File: config.mk
export PLATFORM = sky130hd
export DESIGN_NAME = demux_alternante
export DESIGN_NICKNAME = d
export VERILOG_FILES = /design/src/rtl/demux_alternante.sv
export SDC_FILE = /design/constraint.sdc
export NUM_CORES = 1
export LEC_CHECK = 0
export CAP_MARGIN = 10
export CORE_AREA = 4 4 41 43
export CTS_CLUSTER_DIAMETER = 150
export DETAILED_ROUTE_END_ITERATION = 16
export DIE_AREA = 0 0 45 47
export HOLD_SLACK_MARGIN = 0.03
export PLACE_DENSITY = 0.8
export SLEW_MARGIN = 30
export SYNTH_ARGS = -nofsm -noshare
export SYNTH_HDL_FRONTEND = slang
export SYNTH_SLANG_ARGS = --single-unit
File: constraint.sdc
create_clock -name clk -period 1.3 [get_ports clk]
set_input_delay 0.26 -clock clk [delete_from_list [all_inputs] [get_ports clk]]
set_output_delay 0.26 -clock clk [all_outputs]
set_load 0.1 [all_outputs]
File: src/rtl/demux_alternante.sv
// demux_alternante: 1-to-2 demultiplexer that deals accepted words onto two
// lanes in strict alternation (lane 0, lane 1, lane 0, ...). Each lane has a
// single registered holding stage with its own valid/ready handshake, so the
// two consumers can stall independently. Upstream ready follows the lane that
// is due next, with pass-through ready so a draining lane can reload in the
// same cycle.
module demux_alternante #(
  parameter int BUS_WIDTH = 4
) (
  input  logic                 clk,
  input  logic                 reset,
  input  logic [BUS_WIDTH-1:0] data_in,
  input  logic                 valid_in,
  output logic                 ready_in,
  output logic [BUS_WIDTH-1:0] data_out_0,
  output logic                 valid_out_0,
  input  logic                 ready_0,
  output logic [BUS_WIDTH-1:0] data_out_1,
  output logic                 valid_out_1,
  input  logic                 ready_1,
  output logic                 selector
);

  typedef enum logic {
    LANE_EMPTY = 1'b0,
    LANE_FULL  = 1'b1
  } lane_state_t;

  lane_state_t          lane0_state_q, lane0_state_d;
  lane_state_t          lane1_state_q, lane1_state_d;
  logic [BUS_WIDTH-1:0] data0_q, data0_d;
  logic [BUS_WIDTH-1:0] data1_q, data1_d;
  logic                 sel_q, sel_d;

  logic                 accept_s;
  logic                 load0_s;
  logic                 load1_s;

  // Upstream handshake: only the lane due next decides whether a word can
  // enter; a stalled due lane blocks input even if the other lane is empty.
  always_comb begin
    ready_in = 1'b0;
    if (reset) begin
      ready_in = 1'b0;
    end else if (sel_q == 1'b0) begin
      ready_in = (lane0_state_q == LANE_EMPTY) || ready_0;
    end else begin
      ready_in = (lane1_state_q == LANE_EMPTY) || ready_1;
    end
  end

  // Accept decode: an accepted word goes to the lane named by the selector.
  always_comb begin
    accept_s = valid_in && ready_in;
    load0_s  = accept_s && (sel_q == 1'b0);
    load1_s  = accept_s && (sel_q == 1'b1);
    if (accept_s) begin
      sel_d = ~sel_q;
    end else begin
      sel_d = sel_q;
    end
  end

  // Lane 0 next state: load wins over drain; data changes only on load.
  always_comb begin
    lane0_state_d = lane0_state_q;
    data0_d       = data0_q;
    case (lane0_state_q)
      LANE_EMPTY: begin
        if (load0_s) begin
          lane0_state_d = LANE_FULL;
          data0_d       = data_in;
        end else begin
          lane0_state_d = LANE_EMPTY;
        end
      end
      LANE_FULL: begin
        if (load0_s) begin
          lane0_state_d = LANE_FULL;
          data0_d       = data_in;
        end else if (ready_0) begin
          lane0_state_d = LANE_EMPTY;
        end else begin
          lane0_state_d = LANE_FULL;
        end
      end
      default: begin
        lane0_state_d = LANE_EMPTY;
      end
    endcase
  end

  // Lane 1 next state: same holding-stage behaviour as lane 0.
  always_comb begin
    lane1_state_d = lane1_state_q;
    data1_d       = data1_q;
    case (lane1_state_q)
      LANE_EMPTY: begin
        if (load1_s) begin
          lane1_state_d = LANE_FULL;
          data1_d       = data_in;
        end else begin
          lane1_state_d = LANE_EMPTY;
        end
      end
      LANE_FULL: begin
        if (load1_s) begin
          lane1_state_d = LANE_FULL;
          data1_d       = data_in;
        end else if (ready_1) begin
          lane1_state_d = LANE_EMPTY;
        end else begin
          lane1_state_d = LANE_FULL;
        end
      end
      default: begin
        lane1_state_d = LANE_EMPTY;
      end
    endcase
  end

  // State registers; reset discards any held words and restarts at lane 0.
  always_ff @(posedge clk) begin
    if (reset) begin
      lane0_state_q <= LANE_EMPTY;
      lane1_state_q <= LANE_EMPTY;
      data0_q       <= {BUS_WIDTH{1'b0}};
      data1_q       <= {BUS_WIDTH{1'b0}};
      sel_q         <= 1'b0;
    end else begin
      lane0_state_q <= lane0_state_d;
      lane1_state_q <= lane1_state_d;
      data0_q       <= data0_d;
      data1_q       <= data1_d;
      sel_q         <= sel_d;
    end
  end

  // Outputs come straight from the registers.
  always_comb begin
    data_out_0  = data0_q;
    data_out_1  = data1_q;
    valid_out_0 = (lane0_state_q == LANE_FULL);
    valid_out_1 = (lane1_state_q == LANE_FULL);
    selector    = sel_q;
  end

endmodule
==> flow_metrics.py <==
metrics = {
    "sta": {
        "clock_skew_ns": 0.00285,
        "max_freq_mhz": 686,
        "worst_slack_ns": -0.159,
        "worst_pin_slew_ns": 0.228,
        "setup_violations": 1,
        "hold_viol_final": 0,
        "finalCritPeriodShare_pct": 112,
        "final-max-slew-violation-count": 0,
        "holdWs_ns": 0.529,
        "tns_ns": -0.159,
        "rsz0062_at_grt": "true",
        "relSlewSlack_pct": 84.7,
        "min_period_ns": 1.46,
    },
    "clock_tree": {
        "cts_buffer_depth": 2,
        "clk_pin_slew_ns": 0.07,
        "numCtsBuffers": 3,
        "cts_hold_buf": 0,
        "cts_tree": "done",
        "clock-root-buffer": "clkbuf_4",
        "numClockSinks": 11,
        "insertion_delay_ns": 0.26,
        "htreeDepth": 1,
    },
    "synthesis": {
        "syn_inst": 42,
        "synth-seq-area-share_pct": 45.5,
        "async_flop_share_pct": 0,
        "ys_top_cells_by_area": "dfxtp_1 45%, mux2_4 12%, a31o_1 7.2%",
        "yosys_warnings": 0,
        "synth_nets": 51,
        "avgSynthCellArea_um2": 11.5,
        "syn-cell-area_um2": 484,
        "synth_top_cells_by_count": "11 x dfxtp_1, 5 x nor2b_1, 4 x a31o_1, 4 x and3_1, 4 x mux2_4",
        "ys_types": 17,
        "synth_seq_cells": 11,
        "synth_most_common_cell": "dfxtp_1",
        "synthFlopType": "dfxtp_1",
        "synth_edf_count": 0,
        "synth_top_area_cell": "dfxtp_1",
        "synth.top_cell.area_share_pct": 45.5,
    },
    "placement": {
        "hpwl_um": 848,
        "gp_congestion": 0.782,
        "portBuffers": 20,
        "postPlaceCellArea_um2": 901,
    },
    "pwr": {
        "p_per_area_nw_per_um2": 935,
        "leakage_uw": 0.000453,
        "vdd_ir_drop_max_uv": 600,
    },
    "worst_setup_path": {
        "crit_path_cell_trace": "nand2b_4 > nor2_4 > a211oi_4 > buf_12",
        "end_kind": "output port",
        "cp.required_ns": 1.04,
        "r2r-start": "valid_out_1",
        "crit_slowest_cell": "dfxtp_4",
        "crit_fanout": 2,
        "timing_worst_setup_path_type": "reg2out",
        "crit_path_start_kind": "flop",
        "critPathLaunch": "valid_out_0",
        "max_stage_delay_ns": 0.35,
        "arrival_ns": 1.20,
    },
    "layout": {
        "diodes": 0,
        "drive_gt1_share_pct": 61.3,
        "area_delta_synth_final_pct": 108,
        "fillCellCount": 79,
        "final_area_um2": 1010,
        "finish.utilization_pct": 77.3,
        "fin_nets": 90,
    },
    "global_routing": {
        "grt_usage_pct": 13.4,
        "grt_max_degree": 7,
        "grt_pass1_wl_mm": 1.99,
        "grt_pass1_vias": 443,
        "overflow": 0,
        "grt_antenna_before_repair": 0,
    },
    "drt": {
        "drtAntennaViolNets": 0,
        "via_count": 468,
        "avgViaCountPerCell": 4.93,
        "dr.pass1.iters": 4,
        "drt_iter0_markers": 7,
        "wirelength_mm": 1.35,
        "wl_per_cell_um": 14.2,
        "drc": 0,
    },
    "die": {
        "ios": 21,
        "fp.dieW_um": 45,
        "dieArea_um2": 2120,
        "fp.dieH_um": 47,
        "core_area_um2": 1300,
        "start_util_pct": 37.2,
        "placementRows": 13,
    },
    "job": {
        "cap_viol_max_count": 0,
    },
    "min_path": {
        "hp-class": "in2reg",
        "hold_start": "valid_in",
    },
    "outcome": {
        "violations": "negative setup slack",
        "run_status": "finished, violations left",
    },
}
## power by group
| part | internal [uW] | leakage, uW | switching (uW) | total [uW] |
|---|---|---|---|---|
| registers | 352 | 0.0000940 | 21.6 | 373 |
| clock network | 118 | 0.0000150 | 107 | 226 |
| logic | 144 | 0.000344 | 197 | 341 |
| total | 614 | 0.000453 | 326 | 940 |
## per-layer routing
layer / track usage, % / part of all wire (%) / vias to the layer above
met5: 0 / 0 / -
li1: - / - / 226
met1: 16.4 / 43 / 221
met3: 3.83 / 6.1 / 2
met4: 5.26 / 0.59 / 0
met2: 22.3 / 51 / 19
## layout make-up
type                       instances  area (um2)  share of cell area, %
timing repair buffer              35         435                   43.3
multi-input combinational         28         277                   27.5
sequential                        11         236                   23.5
clock buffer                       4        26.3                   2.61
tap                               15        18.8                   1.87
inverter                           2        12.5                   1.24
## metrics by stage
step / cells / setup WS, ns / power, uW
floorplan: 42 / -0.448 / 564
global placement: 82 / -0.303 / 698
detailed placement: 82 / -0.310 / 700
CTS: 91 / -0.169 / 937
global route: 95 / -0.217 / 981
finish: 95 / -0.159 / 940
## worst max-delay path: cells and delay by family (launching register included)
kind | cells | cell delay [ns]
flops | 1 | 0.35
compound gates | 1 | 0.25
buf+inv | 1 | 0.21
simple gates | 2 | 0.12
## cell usage in the layout, fill, tap and decap left out
| cell | instances |
|---|---|
| buf_4 | 14 |
| buf_12 | 12 |
| nor2b_1 | 4 |
| mux2_4 | 4 |
| and3_1 | 4 |
| a31o_1 | 4 |
| dfxtp_1 | 4 |
| dfxtp_2 | 4 |
| clkdlybuf4s50_1 | 4 |
| a21oi_1 | 3 |
| clkbuf_4 | 3 |
| dlygate4sd2_1 | 3 |
| dfxtp_4 | 3 |
| nor2b_4 | 1 |
| nand2b_4 | 1 |
| nor2_4 | 1 |
| a211oi_4 | 1 |
| clkinv_4 | 1 |
| nand2b_1 | 1 |
| nand4_4 | 1 |
| nor3b_4 | 1 |
| nand2_2 | 1 |
| inv_1 | 1 |
| o21ai_0 | 1 |
| clkbuf_1 | 1 |
| dlymetal6s2s_1 | 1 |
| buf_6 | 1 |
## path summary, 6_finish.rpt
path	endpoint	slack, ns	depth (start not counted)
max reg2reg	data_out_1[1]	0.07	4
max	ready_in	-0.16	4
min	selector	0.53	5
min reg2reg	data_out_0[1]	0.56	1
## registers in the layout (all words and copies together) (netlist names)
name         count
data_out_0       4
data_out_1       4
selector         1
valid_out_0      1
valid_out_1      1
## kinds of logic (layout without fill, tap and decap cells)
logic type      count (synthesis)  in the layout  synth area share (%)
simple gates                   15             15                  25.1
flops                          11             11                  45.5
mux                             4              4                  12.4
compound gates                  9              9                  12.9
buf+inv                         3             41                  4.13
## timing repair
action	4_1_cts	5_1_grt
pin swaps	5	3
resized for setup	7	1
buffers inserted	5	5
endpoints found under the setup margin	6	4
hold endpoints to repair	0	0
(Power assumes the default switching activity.)
